[src/rtl/alu_share_arbiter_pkg.sv]
// Shared constants and types for the two-requester ALU share arbiter.
package alu_share_arbiter_pkg;

    localparam int unsigned K       = 4;
    localparam int unsigned ALU_LAT = 4;

    typedef enum logic [1:0] {
        StIdle  = 2'd0,
        StBusy  = 2'd1,
        StFlush = 2'd2
    } state_e;

    typedef struct packed {
        logic v;
        logic id;
    } tag_t;

endpackage

[src/rtl/alu_share_arbiter_tag_delay_line.sv]
// Result-owner tag shift register; the last stage lines up with the ALU result strobe.
module alu_share_arbiter_tag_delay_line
    import alu_share_arbiter_pkg::*;
#(
    parameter int unsigned DEPTH = ALU_LAT
) (
    input  logic i_clk,
    input  logic i_rst,
    input  tag_t i_tag,
    output tag_t o_tail,
    output logic o_any_v
);

    tag_t r_stage [DEPTH];

    always_ff @(posedge i_clk or posedge i_rst) begin
        if (i_rst) begin
            for (int i = 0; i < DEPTH; i++) begin
                r_stage[i] <= '0;
            end
        end else begin
            r_stage[0] <= i_tag;
            for (int i = 1; i < DEPTH; i++) begin
                r_stage[i] <= r_stage[i-1];
            end
        end
    end

    always_comb begin
        o_any_v = 1'b0;
        for (int i = 0; i < DEPTH; i++) begin
            o_any_v = o_any_v | r_stage[i].v;
        end
    end

    assign o_tail = r_stage[DEPTH-1];

endmodule

[src/rtl/alu_share_arbiter.sv]
// Round-robin, job-granular arbiter sharing one ALU between two SMVM front-ends,
// with a latency-matched tag pipeline that routes each result back to its owner.
module alu_share_arbiter #(
    parameter int unsigned K       = alu_share_arbiter_pkg::K,
    parameter int unsigned ALU_LAT = alu_share_arbiter_pkg::ALU_LAT
) (
    input  logic [2*8*K-1:0] i_req_mat,
    input  logic [2*8*K-1:0] i_req_vec,
    input  logic [2*K-1:0]   i_req_ipv,
    input  logic             i_clk,
    input  logic             i_rst,
    input  logic [1:0]       i_req_valid,
    input  logic [1:0]       i_req_last,
    output logic [1:0]       o_req_ready,
    output logic [8*K-1:0]   o_alu_mat,
    output logic [8*K-1:0]   o_alu_vec,
    output logic [K-1:0]     o_alu_ipv,
    input  logic             i_alu_out_valid,
    input  logic [26*K-1:0]  i_alu_l4_out,
    input  logic [3:0]       i_alu_vov,
    output logic [1:0]       o_rsp_valid,
    output logic [26*K-1:0]  o_rsp_data,
    output logic [3:0]       o_rsp_vov,
    output logic             o_busy,
    output logic             o_err
);
    import alu_share_arbiter_pkg::*;

    state_e         r_state, w_state_nxt;
    logic           r_owner, w_owner_nxt;
    logic           r_last_served, w_last_served_nxt;
    logic           w_accept;
    logic [8*K-1:0] w_sel_mat, w_sel_vec;
    logic [K-1:0]   w_sel_ipv;
    logic [8*K-1:0] r_alu_mat, r_alu_vec;
    logic [K-1:0]   r_alu_ipv;
    logic           r_issue_v, r_issue_id;
    tag_t           w_tag_in, w_tail;
    logic           w_tags_any;
    logic           r_err;

    always_ff @(posedge i_clk or posedge i_rst) begin
        if (i_rst) begin
            r_state       <= StIdle;
            r_owner       <= 1'b0;
            r_last_served <= 1'b1;
        end else begin
            r_state       <= w_state_nxt;
            r_owner       <= w_owner_nxt;
            r_last_served <= w_last_served_nxt;
        end
    end

    assign w_accept = (r_state == StBusy) && i_req_valid[r_owner];

    always_comb begin
        w_state_nxt       = r_state;
        w_owner_nxt       = r_owner;
        w_last_served_nxt = r_last_served;
        unique case (r_state)
            StIdle: begin
                if (|i_req_valid) begin
                    w_state_nxt = StBusy;
                    // Tie goes to whoever was not served last.
                    w_owner_nxt = (&i_req_valid) ? ~r_last_served : i_req_valid[1];
                end
            end
            StBusy: begin
                if (w_accept && i_req_last[r_owner]) begin
                    w_state_nxt       = StFlush;
                    w_last_served_nxt = r_owner;
                end
            end
            StFlush: w_state_nxt = StIdle;
            default: w_state_nxt = StIdle;
        endcase
    end

    always_comb begin
        o_req_ready = '0;
        if (r_state == StBusy) begin
            o_req_ready[r_owner] = 1'b1;
        end
        o_busy = (r_state != StIdle) || r_issue_v || w_tags_any;
    end

    assign w_sel_mat = r_owner ? i_req_mat[16*K-1:8*K] : i_req_mat[8*K-1:0];
    assign w_sel_vec = r_owner ? i_req_vec[16*K-1:8*K] : i_req_vec[8*K-1:0];
    assign w_sel_ipv = r_owner ? i_req_ipv[2*K-1:K]    : i_req_ipv[K-1:0];

    // Non-accepted cycles drive an all-zero group, which the ALU treats as a bubble.
    always_ff @(posedge i_clk or posedge i_rst) begin
        if (i_rst) begin
            r_alu_mat  <= '0;
            r_alu_vec  <= '0;
            r_alu_ipv  <= '0;
            r_issue_v  <= 1'b0;
            r_issue_id <= 1'b0;
        end else if (w_accept) begin
            r_alu_mat  <= w_sel_mat;
            r_alu_vec  <= w_sel_vec;
            r_alu_ipv  <= w_sel_ipv;
            r_issue_v  <= 1'b1;
            r_issue_id <= r_owner;
        end else begin
            r_alu_mat  <= '0;
            r_alu_vec  <= '0;
            r_alu_ipv  <= '0;
            r_issue_v  <= 1'b0;
            r_issue_id <= 1'b0;
        end
    end

    assign o_alu_mat = r_alu_mat;
    assign o_alu_vec = r_alu_vec;
    assign o_alu_ipv = r_alu_ipv;

    assign w_tag_in = {r_issue_v, r_issue_id};

    alu_share_arbiter_tag_delay_line #(
        .DEPTH (ALU_LAT)
    ) u_tag_delay_line (
        .i_clk   (i_clk),
        .i_rst   (i_rst),
        .i_tag   (w_tag_in),
        .o_tail  (w_tail),
        .o_any_v (w_tags_any)
    );

    // A tail tag without a result is a suppressed bubble and is dropped silently.
    always_comb begin
        o_rsp_valid = '0;
        o_rsp_data  = '0;
        o_rsp_vov   = '0;
        if (i_alu_out_valid && w_tail.v) begin
            o_rsp_valid[w_tail.id] = 1'b1;
            o_rsp_data             = i_alu_l4_out;
            o_rsp_vov              = i_alu_vov;
        end
    end

    always_ff @(posedge i_clk or posedge i_rst) begin
        if (i_rst) begin
            r_err <= 1'b0;
        end else if (i_alu_out_valid && !w_tail.v) begin
            r_err <= 1'b1;
        end
    end

    assign o_err = r_err;

endmodule

[config.mk]
export PLATFORM = sky130hd
export DESIGN_NAME = alu_share_arbiter
export DESIGN_NICKNAME = d
export VERILOG_FILES = /design/src/rtl/alu_share_arbiter_pkg.sv /design/src/rtl/alu_share_arbiter_tag_delay_line.sv /design/src/rtl/alu_share_arbiter.sv
export SDC_FILE = /design/constraint.sdc
export NUM_CORES = 1
export LEC_CHECK = 0
export BUFFER_PORTS_ARGS = -buffer_cell sky130_fd_sc_hd__buf_2
export CORE_AREA = 2 2 168 170
export CTS_BUF_LIST = sky130_fd_sc_hd__clkbuf_8
export DETAILED_ROUTE_END_ITERATION = 8
export DIE_AREA = 0 0 170 172
export PLACE_DENSITY_LB_ADDON = 0.1
export SLEW_MARGIN = 20
export SYNTH_ARGS = -nofsm -noshare
export SYNTH_HDL_FRONTEND = slang
export SYNTH_SLANG_ARGS = --single-unit
[constraint.sdc]
create_clock -name i_clk -period 2.5 [get_ports i_clk]
set_input_delay 0.5 -clock i_clk [delete_from_list [all_inputs] [get_ports i_clk]]
set_output_delay 0.5 -clock i_clk [all_outputs]
set_load 0.005 [all_outputs]
Word level (Yosys, flattened, before mapping):

Cells that the tools add are included.

* flip-flop bits (word level): 83
* input bits: 251
* logic and storage cells: 68

* $lt $le $gt $ge: 4
* equal/unequal tests: 3
* multiplexer cells: 24
* bitwise operators: 4
* reduce and logical (&&, ||, !) cells: 16

Operator list (number)
* 2-to-1 mux 32 bit: 4
* 2-to-1 mux 104 bit: 1
* 2-to-1 mux 4 bit: 3
* 2-to-1 mux 1 bit: 9
* 2-to-1 mux 2 bit: 4
* AND reduction 2 bit: 4
* logical AND 1 bit: 6
* < comparator 1 x 2 -> 1 bit (second input constant): 2
* != test 2 bit (second input constant): 2
* case mux 2 bit (2 select lines): 1
* bitwise OR 1 bit: 3
* demux 1 bit (select 1 bit): 2
* equality test 2 x 1 -> 1 bit (second input constant): 1
* >= comparator 1 bit (second input constant): 2
* logical NOT 2 bit: 1
* logical OR 1 bit: 2
* nonzero test 2 bit: 1
* OR reduction 2 bit: 1
* logical NOT 1 bit: 1
* NOT 1 bit: 1

Longest topological paths before layout:

Gate-level depths: netlist (run 1).

* word-level depth: 6
* depth in mapped cells: 6
* mapped depth without buffers: 3

Hierarchy:

From an unflattened synthesis (run 1), not the netlist that was laid out.

* cells, all modules: 398
* area, all modules: 4040.1 um2

Modules (own cells, without submodules)
* alu_share_arbiter: instances 1, cells each 386, area an instance 3813.7 um2, sequential area each 1878.1 um2
* alu_share_arbiter_tag_delay_line: instances 1, cells each 12, area an instance 226.5 um2, sequential area each 200.2 um2

Least setup slack after synthesis (run 1):

No wires, ideal clock.

* path kind: input to output
* from: in i_alu_out_valid
* to: out o_rsp_data[10]
* arrival time: 1.130 ns
* path slack: 0.870 ns
* stages on the path: 3
* buffers on the path: 2
* path through: clkbuf_1 -> clkbuf_1 -> and3_1

* cells in the longest elaborated chain, start to end: 2

RTL lines
* from (decl): RTL line alu_share_arbiter.sv:18 `input logic i_alu_out_valid,`
* logical AND 1 bit: RTL line alu_share_arbiter.sv:135 `if (i_alu_out_valid && w_tail.v) begin`
* 2-to-1 mux 104 bit: RTL line alu_share_arbiter.sv:135
* to (decl): RTL line alu_share_arbiter.sv:22 `output logic [26*K-1:0] o_rsp_data,`

No other way between the ends.

Worst setup path in the final report (run 1):

* from: reg u_tag_delay_line.r_stage (netlist bit u_tag_delay_line.o_tail[1])
* to: out o_rsp_data[73]

* cells in the longest elaborated chain, start to end: 2

RTL lines
* from (decl): RTL line alu_share_arbiter_tag_delay_line.sv:14 `tag_t r_stage [DEPTH];`
* from (signal, indexed assignment): RTL line alu_share_arbiter_tag_delay_line.sv:24 `r_stage[i] <= r_stage[i-1];`
* logical AND 1 bit: RTL line alu_share_arbiter.sv:135
* 2-to-1 mux 104 bit: RTL line alu_share_arbiter.sv:135

No other way between the ends.

==> results of run 1 <==
cell families after synthesis:
| logic type | after synthesis | synth area share, % |
|---|---|---|
| AOI/OAI and AO/OA | 5 | 0.8716 |
| buffers and inverters | 44 | 4.762 |
| DFF | 83 | 51.70 |
| muxes | 70 | 17.43 |
| and+or+nand+nor | 193 | 25.24 |
metal layers:
metal / global-route usage [%] / up-vias
met5: 0 / -
met2: 24.63 / 272
met3: 5.173 / 34
met1: 13.45 / 2019
met4: 5.760 / 6
li1: - / 2174
through the flow:
stage / power (W) / cells / hold slack (ns) / util, %
6_report: 0.005799 / 1162 / 0.1644 / 24.92
5_1_grt: 0.006263 / 1161 / 0.1731 / 24.91
4_1_cts: 0.005990 / 1161 / 0.1542 / 24.90
3_5_place_dp: 0.004840 / 1145 / 0.3347 / 24.12
3_3_place_gp: 0.004875 / 1145 / 0.3316 / 24.12
2_1_floorplan: 0.003455 / 395 / 0.3312 / -
registers in the layout (all words and copies together) (netlist names), 2 cells and up:
register	cells
u_tag_delay_line.r_stage	6
o_alu_mat	32
u_tag_delay_line.o_tail	2
r_state	2
o_alu_ipv	4
o_alu_vec	32
cells in the final DEF, fill, tap and decap left out, drive strengths merged:
cell type  count
a211oi         1
a21o           1
a21oi          1
a31oi          1
and2           1
and3         110
buf          444
bufinv         1
clkbuf         9
clkinvlp       2
dfrtp         82
dfstp          1
diode          1
inv            8
mux2i         70
nand2          2
nand2b         2
nand3          1
nor2          73
nor2b          1
nor3           3
o2bb2ai        1
area by class of cell:
class,instances,share of cell area [%]
sequential,83,30.46
timing repair buffer,444,34.17
multi-input combinational,268,25.60
inverter,4,0.2741
clock inverter,7,1.334
antenna,1,0.03654
tap,346,6.322
clock buffer,9,1.809
worst min path at each step:
stage	endpoint	startpoint	depth (start not counted)	slack (ns)
after floorplan	u_tag_delay_line.o_tail[0]	u_tag_delay_line.r_stage[2]	0	0.33
after global placement	u_tag_delay_line.r_stage[2]	u_tag_delay_line.r_stage[4]	0	0.33
after detailed placement	u_tag_delay_line.r_stage[4]	u_tag_delay_line.r_stage[6]	0	0.33
after CTS	o_alu_mat[14]	i_rst	2	0.15
after global routing	o_alu_mat[14]	i_rst	2	0.17
final	o_alu_mat[2]	i_rst	2	0.16
what timing repair did:
item                                   in CTS  in global routing
setup endpoints to repair                   0                  1
resized for setup                           0                  1
endpoints found under the hold margin       0                  0
worst max-delay path, stage by stage (launching register included):
cell	delay, ns
dfrtp_4	0.61
buf_4	0.35
and3_1	0.32
buf_2	0.16
power by group through the flow:
stage / sequential [W] / combinational [W] / clock (W)
global placement: 0.00200 / 0.00288 / 0
detailed placement: 0.00200 / 0.00284 / 0
finish: 0.00198 / 0.00273 / 0.00109
floorplan: 0.00200 / 0.00146 / 0
CTS: 0.00198 / 0.00284 / 0.00116
global route: 0.00204 / 0.00302 / 0.00120
==> metrics.md, run 1 <==
| Metric | Value |
|---|---|
| Syn Inst Count | `395` |
| Syn avg cell area | `10.18 µm²` |
| Worst setup SP type | `flop` |
| Ys Warns | `0` |
| Fmax | `0.4332 GHz` |
| Total grt overflow | `0` |
| Max Used Layer | `met5` |
| Clk slew on worst S/H paths | `0.10 ns` |
| Cell taking the most area after synthesis | `dfrtp_1` |
| Hold buffer count at cts | `0` |
| Min cycle time layout | `2.309 ns` |
| I/O pin cnt | `433` |
| Clk network pwr share | `18.7%` |
| Crit path DAT | `1.81 ns` |
| Total Wirelength | `20,840 µm` |
| Status | `completed` |
| Vias per Instance | `3.877` |
| Post-synthesis async set-or-reset flop share | `100.0%` |
| Psw | `0.002265 W` |
| CP Class | `flop to output pin` |
| Seq. cell area | `2086 µm²` |
| Clk_lat worst skew | `0.37 ns` |
| R2R Setup Slk | `0.92 ns` |
| Gate power share | `47.1%` |
| Share of the synthesized area in the top cell type | `51.04%` |
| CTS H-tree lvls | `3` |
| Largest cells by area after synthesis | `dfrtp_1 51%, mux2i_1 17%, and3_1 17%, nor2_1 6.8%, clkbuf_1 2.2%` |
| Crit. End Element | `output pin` |
| Routed wl met3 | `1989 µm` |
| Drt drc | `0` |
| Clock sink count | `83` |
| Vias in the first global route | `4,452` |
| Pwr dens | `846.9 nW/µm²` |
| First-pass DRT Iterations | `4` |
| Max transition margin | `60.87%` |
| Post-route ant nets | `0` |
| Post-synth top cells | `110 x and3_1, 82 x dfrtp_1, 73 x nor2_1` |
| TritonCTS Buffers | `9` |
| Switching Share | `39.05%` |
| Max Root-Sink Buffers | `2` |
| Vias | `4,505` |
| Filler Cell Count | `3,068` |
| Distinct cells, synth | `20` |
| Pint | `0.003535 W` |
| Maximum net fanout on the critical path | `33` |
| CTS tree | `built` |
| Max-Cap Viols | `0` |
| RD Place Congestion | `0.7663` |
| Max-slew violations | `0` |
| Yosys reg bits | `83` |
| Number of synthesized flops with an enable pin | `0` |
| Final instance area | `6848 µm²` |
| Die X | `170 µm` |
| Post-synth top flop | `dfrtp_1` |
| Final Cycle Share | `92.35%` |
| Reg power frac | `34.2%` |
| Multi-input logic area | `1753 µm²` |
| Worst hold path type | `primary input to async pin` |
| First-pass GRT wire length | `28,050 µm` |
| Reg2Reg Depth | `4` |
| Setup Skew | `0.01675 ns` |
| Final setup viols | `0` |
| Post-DR wirelength/cell | `17.93 µm` |
| Area after DPL | `6628 µm²` |
| All-Layer GR Usage | `13.37%` |
| PortBufs | `432` |
| Die area | `29,240 µm²` |
| Peak VDD IR | `412.5 µV` |
| Pin count of the biggest net entering global routing | `76` |
| Initial antenna violation count | `4` |
| Post-route setup slack | `0.1914 ns` |
| Die H | `172 µm` |
| Least-Margin Pin Slew | `0.5870 ns` |
| Syn nets | `646` |
| Met1 wire length | `7425 µm` |
| Root buffer selected by CTS | `clkbuf_8` |
| Core Area | `27,480 µm²` |
| CP Launch Point | `u_tag_delay_line.o_tail[1]` |
| Post-CTS Setup Inserts | `0` |
| RSZ-0062 raised after global routing | `no` |
| Layout cells sized above 1 | `57.06%` |
| Reg-to-Reg End | `o_alu_mat[1]` |
| Setup crit end | `o_rsp_data[73]` |
| Site Rows | `61` |
| Final nets | `1,061` |
| Layout area overhead | `70.34%` |
| Lkg Pwr | `4.479 nW` |
| Post-synth design cell area | `4020 µm²` |
| Initial core utilization | `14.63%` |
| Met2 wire len | `10,740 µm` |
| Hold Fails Final Rpt | `0` |
| Part of the Yosys area used for sequential elements | `51.70%` |
| Drt initial violations | `124` |
| Most common cell in the netlist | `and3_1` |
| Worst r2r src | `r_owner` |
| Setup TNS | `0 ns` |
| Hpwl dp | `17,110 µm` |
| Setup WS pre-CTS | `0.4302 ns` |
| Worst Path Required | `2.00 ns` |
No activity file was read; power rests on OpenSTA's default activity.
==> run 2, diff against run 1 <==
Settings changed: ABC_AREA set to 1, CORE_AREA 2 2 168 170 to 2 2 166 168, DIE_AREA 0 0 170 172 to 0 0 168 170, RECOVER_POWER set to 50.
Clock period 2.5 ns to 2.9 ns, I/O delays scaled along.
==> run 2 against run 1 <==
  * The flow now finishes with violations (capacitance limit, slew limit)
  * Setup slack better by 0.35 ns
  * Area after synthesis increased by 8.7%
  * Critical path type unchanged
  * Utilization up 1.3 points
  * Highest routed layer unchanged
  * Sequential share of layout area decreased by 0.66 points
  * Total power shrank 15%
==> metrics.md, run 2 <==
| Metric | Value |
|---|---|
| Root buffer selected by CTS | `clkbuf_8 (unchanged)` |
| Die area | `28,560 µm² (was 29,240 µm²)` |
| Yosys reg bits | `83 (unchanged)` |
| CTS H-tree lvls | `3 (unchanged)` |
| Max transition margin | `-28.76% (was 60.87%)` |
| Drt drc | `0 (unchanged)` |
| RD Place Congestion | `0.8935 (was 0.7663)` |
| Post-synth design cell area | `4368 µm² (was 4020 µm²)` |
| First-pass GRT wire length | `30,600 µm (was 28,050 µm)` |
| Final Cycle Share | `81.49%` |
| CP Class | `flop to output pin (unchanged)` |
| Post-synth top flop | `dfrtp_1 (unchanged)` |
| Syn Inst Count | `575 (was 395)` |
| Most common cell in the netlist | `nand2_1 (was and3_1)` |
| Total grt overflow | `0 (unchanged)` |
| Slowest CP cell | `dfrtp_1 (was dfrtp_4)` |
| Share of the synthesized area in the top cell type | `46.98% (was 51.04%)` |
| Post-DR wirelength/cell | `16.27 µm (was 17.93 µm)` |
| Layout cells sized above 1 | `47.65% (was 57.06%)` |
| CP peak stage delay | `0.46 ns (was 0.61 ns)` |
| Final setup viols | `0 (unchanged)` |
| Setup Skew | `0.01595 ns (was 0.01675 ns)` |
| CTS tree | `built (unchanged)` |
| Syn avg cell area | `7.596 µm² (was 10.18 µm²)` |
| Vias | `5,056 (was 4,505)` |
| Cell taking the most area after synthesis | `dfrtp_1 (unchanged)` |
| Initial core utilization | `16.39% (was 14.63%)` |
| Number of synthesized flops with an enable pin | `0 (unchanged)` |
| Lkg Pwr | `4.338 nW (was 4.479 nW)` |
| Pwr dens | `707.5 nW/µm² (was 846.9 nW/µm²)` |
| R2R Setup Slk | `1.17 ns (was 0.92 ns)` |
| Worst Path Required | `2.32 ns (was 2.00 ns)` |
| PortBufs | `432 (unchanged)` |
| Clk_lat worst skew | `0.37 ns (about the same)` |
| Hold buffer count at cts | `0 (unchanged)` |
| Ys Warns | `0 (unchanged)` |
| Hold Fails Final Rpt | `0 (unchanged)` |
| Max Root-Sink Buffers | `2 (unchanged)` |
| TritonCTS Buffers | `9 (unchanged)` |
| Worst hold path type | `flop to flop (was primary input to async pin)` |
| Site Rows | `60 (was 61)` |
| Commonest non-fill, non-tap cells in the layout | `382 x buf_2, 148 x nand2_1, 115 x nor2_1 (was 432 x buf_2, 110 x and3_1, 80 x dfrtp_1)` |
| Max-slew violations | `49 (was 0)` |
| Fmax | `0.4231 GHz` |
| RSZ-0062 raised after global routing | `no (unchanged)` |
| Initial antenna violation count | `5 (was 4)` |
| Pin count of the biggest net entering global routing | `54 (was 76)` |
| Distinct cells, synth | `19 (was 20)` |
| Least-Margin Pin Slew | `1.931 ns (was 0.5870 ns)` |
| Syn nets | `826 (was 646)` |
| Post-CTS Setup Inserts | `0 (unchanged)` |
| Max-Cap Viols | `1 (was 0)` |
| Final nets | `1,247 (was 1,061)` |
| Total Wirelength | `21,830 µm (was 20,840 µm)` |
| First-pass DRT Iterations | `7 (was 4)` |
| Vias in the first global route | `4,986 (was 4,452)` |
| Clock sink count | `83 (unchanged)` |
| Peak VDD IR | `327.4 µV (was 412.5 µV)` |
| Min cycle time layout | `2.363 ns` |
| Status | `finished with violations (was completed)` |
| Hpwl dp | `18,080 µm (was 17,110 µm)` |
| Clk slew on worst S/H paths | `0.08 ns (was 0.10 ns)` |
| Post-synthesis async set-or-reset flop share | `100.0% (unchanged)` |
| Crit. End Element | `output pin (unchanged)` |
| All-Layer GR Usage | `14.60% (was 13.37%)` |
| Core Area | `26,650 µm² (was 27,480 µm²)` |
| Maximum net fanout on the critical path | `53 (was 33)` |
| Largest cells by area after synthesis | `dfrtp_1 47%, a21oi_2 14%, nand2_1 13%, nor2_1 9.9%, inv_1 9.7% (was dfrtp_1 51%, mux2i_1 17%, and3_1 17%, nor2_1 6.8%, clkbuf_1 2.2%)` |
| Antenna Cells | `0 (was 1)` |
| Post-route total power | `0.004935 W (was 0.005799 W)` |
| Die H | `170 µm (was 172 µm)` |
| I/O pin cnt | `433 (unchanged)` |
| Vias per Instance | `3.768 (was 3.877)` |
| Crit path DAT | `1.78 ns (was 1.81 ns)` |
| Crit-path cells | `nand2_4, buf_12, nor2_1, buf_2 (was buf_4, and3_1, buf_2)` |
| Worst setup SP type | `flop (unchanged)` |
| Post-synth top cells | `149 x nand2_1, 115 x nor2_1, 113 x inv_1 (was 110 x and3_1, 82 x dfrtp_1, 73 x nor2_1)` |
| Most common cell after layout, fill and taps aside | `buf_2 (unchanged)` |
| Layout area overhead | `59.70% (was 70.34%)` |
| Failing checks | `capacitance limit, slew limit` |
| Part of the Yosys area used for sequential elements | `47.58% (was 51.70%)` |
| Die X | `168 µm (was 170 µm)` |
| Post-route ant nets | `0 (unchanged)` |
| Setup TNS | `0 ns (unchanged)` |
| Drt initial violations | `199 (was 124)` |
| Post-CTS sizing | `0 (unchanged)` |
run 2: changes by cell type after synthesis, moves of 3 or more:
cell      before  now
clkbuf_1      24    9
nor2_1        73  115
buf_6          1    7
a21oi_2        0   68
and3_1       110    0
inv_1          4  113
nand2_1        2  149
inv_2          0    3
mux2i_1       70    0
run 2: critical path, delay by kind of cell (launching register included):
family        cells  cell delay, ns
buf+inv           2            0.44
flops             1            0.46
simple gates      2            0.50
run 2: cells by family (layout without fill, tap and decap cells):
kind of cell    Yosys count  count (layout)  share of synthesized area (%)
simple gates            272             272                          23.83
compound gates           70              70                          13.92
flops                    83              83                          47.58
buf+inv                 150             576                          14.67
run 2: per-layer routing:
layer  wire (µm)  part of all wire, %  global-route usage, %
met1        7914                   36                  14.78
met2       11060                   51                  26.77
met3        1977                  9.1                  5.302
met4         820                  3.8                  6.805
met5          57                 0.26                      0
run 2: final cells by class:
class / instances / area, µm²
clock inverters: 6 / 47.55
inverters: 116 / 435.4
well taps: 341 / 426.7
multi-input cells: 342 / 1630
repair buffers: 444 / 2220
clock buffers: 10 / 137.6
fillers: 3105 / 19680
flip-flops and latches: 83 / 2078
run 2: metrics by stage:
stage / hold WS (ns) / setup slack (ns) / utilization [%] / area, µm² / instances
2_1_floorplan: 0.3312 / 0.1849 / - / 4368 / 575
3_3_place_gp: 0.3337 / 0.6726 / 25.85 / 6890 / 1326
3_5_place_dp: 0.3362 / 0.6708 / 25.85 / 6890 / 1326
4_1_cts: 0.3174 / 0.4854 / 26.55 / 7076 / 1342
5_1_grt: 0.3628 / 0.3978 / 26.17 / 6975 / 1342
6_report: 0.3533 / 0.5367 / 26.17 / 6975 / 1342
run 2: path summary, 6_finish.rpt:
check | from | endpoint | cells past startpoint
max in group asynchronous | i_rst | o_alu_mat[20] | 3
max | u_tag_delay_line.o_tail[1] | o_rsp_data[18] | 4
max reg2reg | r_owner | r_state[0] | 7
min | u_tag_delay_line.r_stage[2] | u_tag_delay_line.o_tail[0] | 0
min reg2reg | u_tag_delay_line.r_stage[2] | u_tag_delay_line.o_tail[0] | 0
min in group asynchronous | i_rst | o_alu_vec[11] | 2
run 2: where the power goes:
group	internal [W]	switching (W)	total [W]
Clock	0.000342	0.000476	0.000819
Combinational	0.000868	0.00156	0.00243
Sequential	0.00154	0.000149	0.00169
==> run 3, diff against run 2 <==
Settings changed: ABC_AREA 1 to 0, CORE_AREA 2 2 166 168 to 2 2 168 170, DIE_AREA 0 0 168 170 to 0 0 170 172.
Clock period 2.9 ns to 2.4 ns, I/O delays scaled along.
==> run 3 against run 2 <==
  * The flow now finishes without violations
  * Die area up 2.4%
  * Sequential power up 22%
  * Sequential share of layout area up 1.4 points
  * Total power up 19%
  * Via count down 11%
  * First-iteration DRC count down 38%
  * Global-route usage down 0.40 points
  * Routed wire length up 0.67%
  * Non-clock buffer count down 3
  * Clock skew up 0.0051 ns
  * Final cell count down 14%
==> metrics.md, run 3 (synthesis gave the netlist of run 1 again) <==
| Metric | Value |
|---|---|
| Crit path DAT | `1.73 ns (was 1.78 ns)` |
| CTS H-tree lvls | `3 (unchanged)` |
| Setup crit end | `o_rsp_data[80] (was o_rsp_data[18])` |
| Levels on crit path | `3 (was 4)` |
| Max transition margin | `18.60% (was -28.76%)` |
| Reg-to-Reg End | `o_alu_mat[2] (was r_state[0])` |
| CP Class | `flop to output pin (unchanged)` |
| Post-route total power | `0.005859 W (was 0.004935 W)` |
| Die X | `170 µm (was 168 µm)` |
| Total Wirelength | `21,980 µm (was 21,830 µm)` |
| CP delay by family, top | `flip-flops (was simple AND/OR/NAND/NOR gates)` |
| CTS tree | `built (unchanged)` |
| I/O pin cnt | `433 (unchanged)` |
| Max Root-Sink Buffers | `2 (unchanged)` |
| Slowest CP cell | `dfrtp_2 (was dfrtp_1)` |
| Most common cell after layout, fill and taps aside | `buf_2 (unchanged)` |
| RD Place Congestion | `0.7843 (was 0.8935)` |
| Clk slew on worst S/H paths | `0.10 ns (was 0.08 ns)` |
| First-pass DRT Iterations | `4 (was 7)` |
| Post-route ant nets | `0 (unchanged)` |
| Final nets | `1,058 (was 1,247)` |
| Clk_lat worst skew | `0.37 ns (about the same)` |
| Worst hold path type | `primary input to flop (was flop to flop)` |
| Peak VDD IR | `460.5 µV (was 327.4 µV)` |
| Hpwl dp | `17,540 µm (was 18,080 µm)` |
| Initial core utilization | `14.63% (was 16.39%)` |
| Max-Cap Viols | `0 (was 1)` |
| Core Area | `27,480 µm² (was 26,650 µm²)` |
| Final instance area | `6678 µm² (was 6975 µm²)` |
| Drt drc | `0 (unchanged)` |
| Die H | `172 µm (was 170 µm)` |
| Setup TNS | `0 ns (unchanged)` |
| Hold buffer count at cts | `0 (unchanged)` |
| Met2 wire len | `11,140 µm (was 11,060 µm)` |
| Buf/Inv on CP | `2 (unchanged)` |
| Layout area overhead | `66.11% (was 59.70%)` |
| Routed wl met3 | `2286 µm (was 1977 µm)` |
| RSZ-0062 raised after global routing | `no (unchanged)` |
| Total grt overflow | `0 (unchanged)` |
| Vias per Instance | `3.878 (was 3.768)` |
| Max Used Layer | `met5 (unchanged)` |
| Filler Cell Count | `3,116 (was 3,105)` |
| First-pass GRT wire length | `29,610 µm (was 30,600 µm)` |
| Met1 wire length | `7525 µm (was 7914 µm)` |
| Least-Margin Pin Slew | `1.221 ns (was 1.931 ns)` |
| Pwr dens | `877.4 nW/µm² (was 707.5 nW/µm²)` |
| Post-CTS sizing | `0 (unchanged)` |
| Drt initial violations | `124 (was 199)` |
| Post-DR wirelength/cell | `18.94 µm (was 16.27 µm)` |
| Initial antenna violation count | `5 (unchanged)` |
| PortBufs | `432 (unchanged)` |
| Min cycle time layout | `2.211 ns` |
| Post-CTS Setup Inserts | `0 (unchanged)` |
| Reg2Reg Depth | `4 (was 7)` |
| R2R Setup Slk | `0.45 ns (was 1.17 ns)` |
| Layout cells sized above 1 | `48.77% (was 47.65%)` |
| Site Rows | `61 (was 60)` |
| Worst r2r src | `r_owner (unchanged)` |
| Final setup viols | `0 (unchanged)` |
| Pin count of the biggest net entering global routing | `112 (was 54)` |
| Crit-path cells | `buf_4, and3_1, buf_2 (was nand2_4, buf_12, nor2_1, buf_2)` |
| Crit. End Element | `output pin (unchanged)` |
| Worst setup SP type | `flop (unchanged)` |
| CP peak stage delay | `0.67 ns (was 0.46 ns)` |
| Vias in the first global route | `4,481 (was 4,986)` |
| Status | `completed (was finished with violations)` |
| All-Layer GR Usage | `14.20% (was 14.60%)` |
| Root buffer selected by CTS | `clkbuf_8 (unchanged)` |
| Clock sink count | `83 (unchanged)` |
| Setup Skew | `0.02108 ns (was 0.01595 ns)` |
| Hold Fails Final Rpt | `0 (unchanged)` |
| Final Cycle Share | `92.12%` |
| Lkg Pwr | `4.179 nW (was 4.338 nW)` |
| Commonest non-fill, non-tap cells in the layout | `367 x buf_2, 110 x and3_1, 80 x dfrtp_1 (was 382 x buf_2, 148 x nand2_1, 115 x nor2_1)` |
| TritonCTS Buffers | `9 (unchanged)` |
| Die area | `29,240 µm² (was 28,560 µm²)` |
| CP Launch Point | `u_tag_delay_line.o_tail[1] (unchanged)` |
| Fmax | `0.4523 GHz` |
| Maximum net fanout on the critical path | `34 (was 53)` |
| Max-slew violations | `0 (was 49)` |
| Vias | `4,498 (was 5,056)` |
| Worst Path Required | `1.92 ns (was 2.32 ns)` |
| Area after DPL | `6580 µm² (was 6890 µm²)` |
| Core Util, Final | `24.30% (was 26.17%)` |
[run 3: cell count changes in the layout (fill, tap and decap cells not counted), sizes merged, moves of 3 or more]
| cell | change |
|---|---|
| a21oi | -67 |
| mux2i | +70 |
| and3 | +110 |
| buf | -18 |
| inv | -111 |
| clkinv | -3 |
| nand2 | -149 |
| clkbuf | +15 |
| nor2 | -43 |
[run 3: per-stage QoR]
| step | std cells | setup WS, ns | hold slack (ns) |
|---|---|---|---|
| 3_5_place_dp | 1142 | 0.5850 | 0.3358 |
| 4_1_cts | 1158 | 0.1554 | 0.2195 |
| 5_1_grt | 1159 | 0.06038 | 0.3108 |
| 2_1_floorplan | 395 | 0.8101 | 0.3312 |
| 3_3_place_gp | 1142 | 0.5973 | 0.3315 |
| 6_report | 1160 | 0.1892 | 0.3298 |
[run 3: report_power, final]
group	switching, W	internal (W)	leakage (nW)	total, W
logic	0.00155	0.00121	2.99	0.00275
registers	0.000208	0.00187	1.09	0.00207
clock network	0.000607	0.000424	0.0918	0.00103
total	0.00236	0.00350	4.18	0.00586
[run 3: worst min path at each step]
stage	cells after the start	end	from
floorplan	0	u_tag_delay_line.o_tail[0]	u_tag_delay_line.r_stage[2]
global placement	0	u_tag_delay_line.r_stage[2]	u_tag_delay_line.r_stage[4]
detailed placement	0	u_tag_delay_line.r_stage[6]	r_issue_id
CTS	3	o_alu_mat[14]	i_rst
global route	3	o_alu_mat[24]	i_req_mat[24]
finish	2	r_last_served	i_req_last[1]
[run 3: area by class of cell]
type | instances | area (µm²) | area share [%]
antenna | 2 | 5.005 | 0.07495
clock buffer | 10 | 137.6 | 2.061
tap | 346 | 432.9 | 6.483
timing repair buffer | 441 | 2195 | 32.86
inverter | 4 | 18.77 | 0.2811
clock inverter | 6 | 52.55 | 0.7870
sequential | 83 | 2083 | 31.20
multi-input combinational | 268 | 1753 | 26.25
[run 3: per-layer routing]
| metal | GRT usage, % | vias up |
|---|---|---|
| met1 | 13.94 | 1996 |
| li1 | - | 2172 |
| met5 | 0 | - |
| met3 | 5.837 | 42 |
| met4 | 7.915 | 6 |
| met2 | 25.45 | 282 |
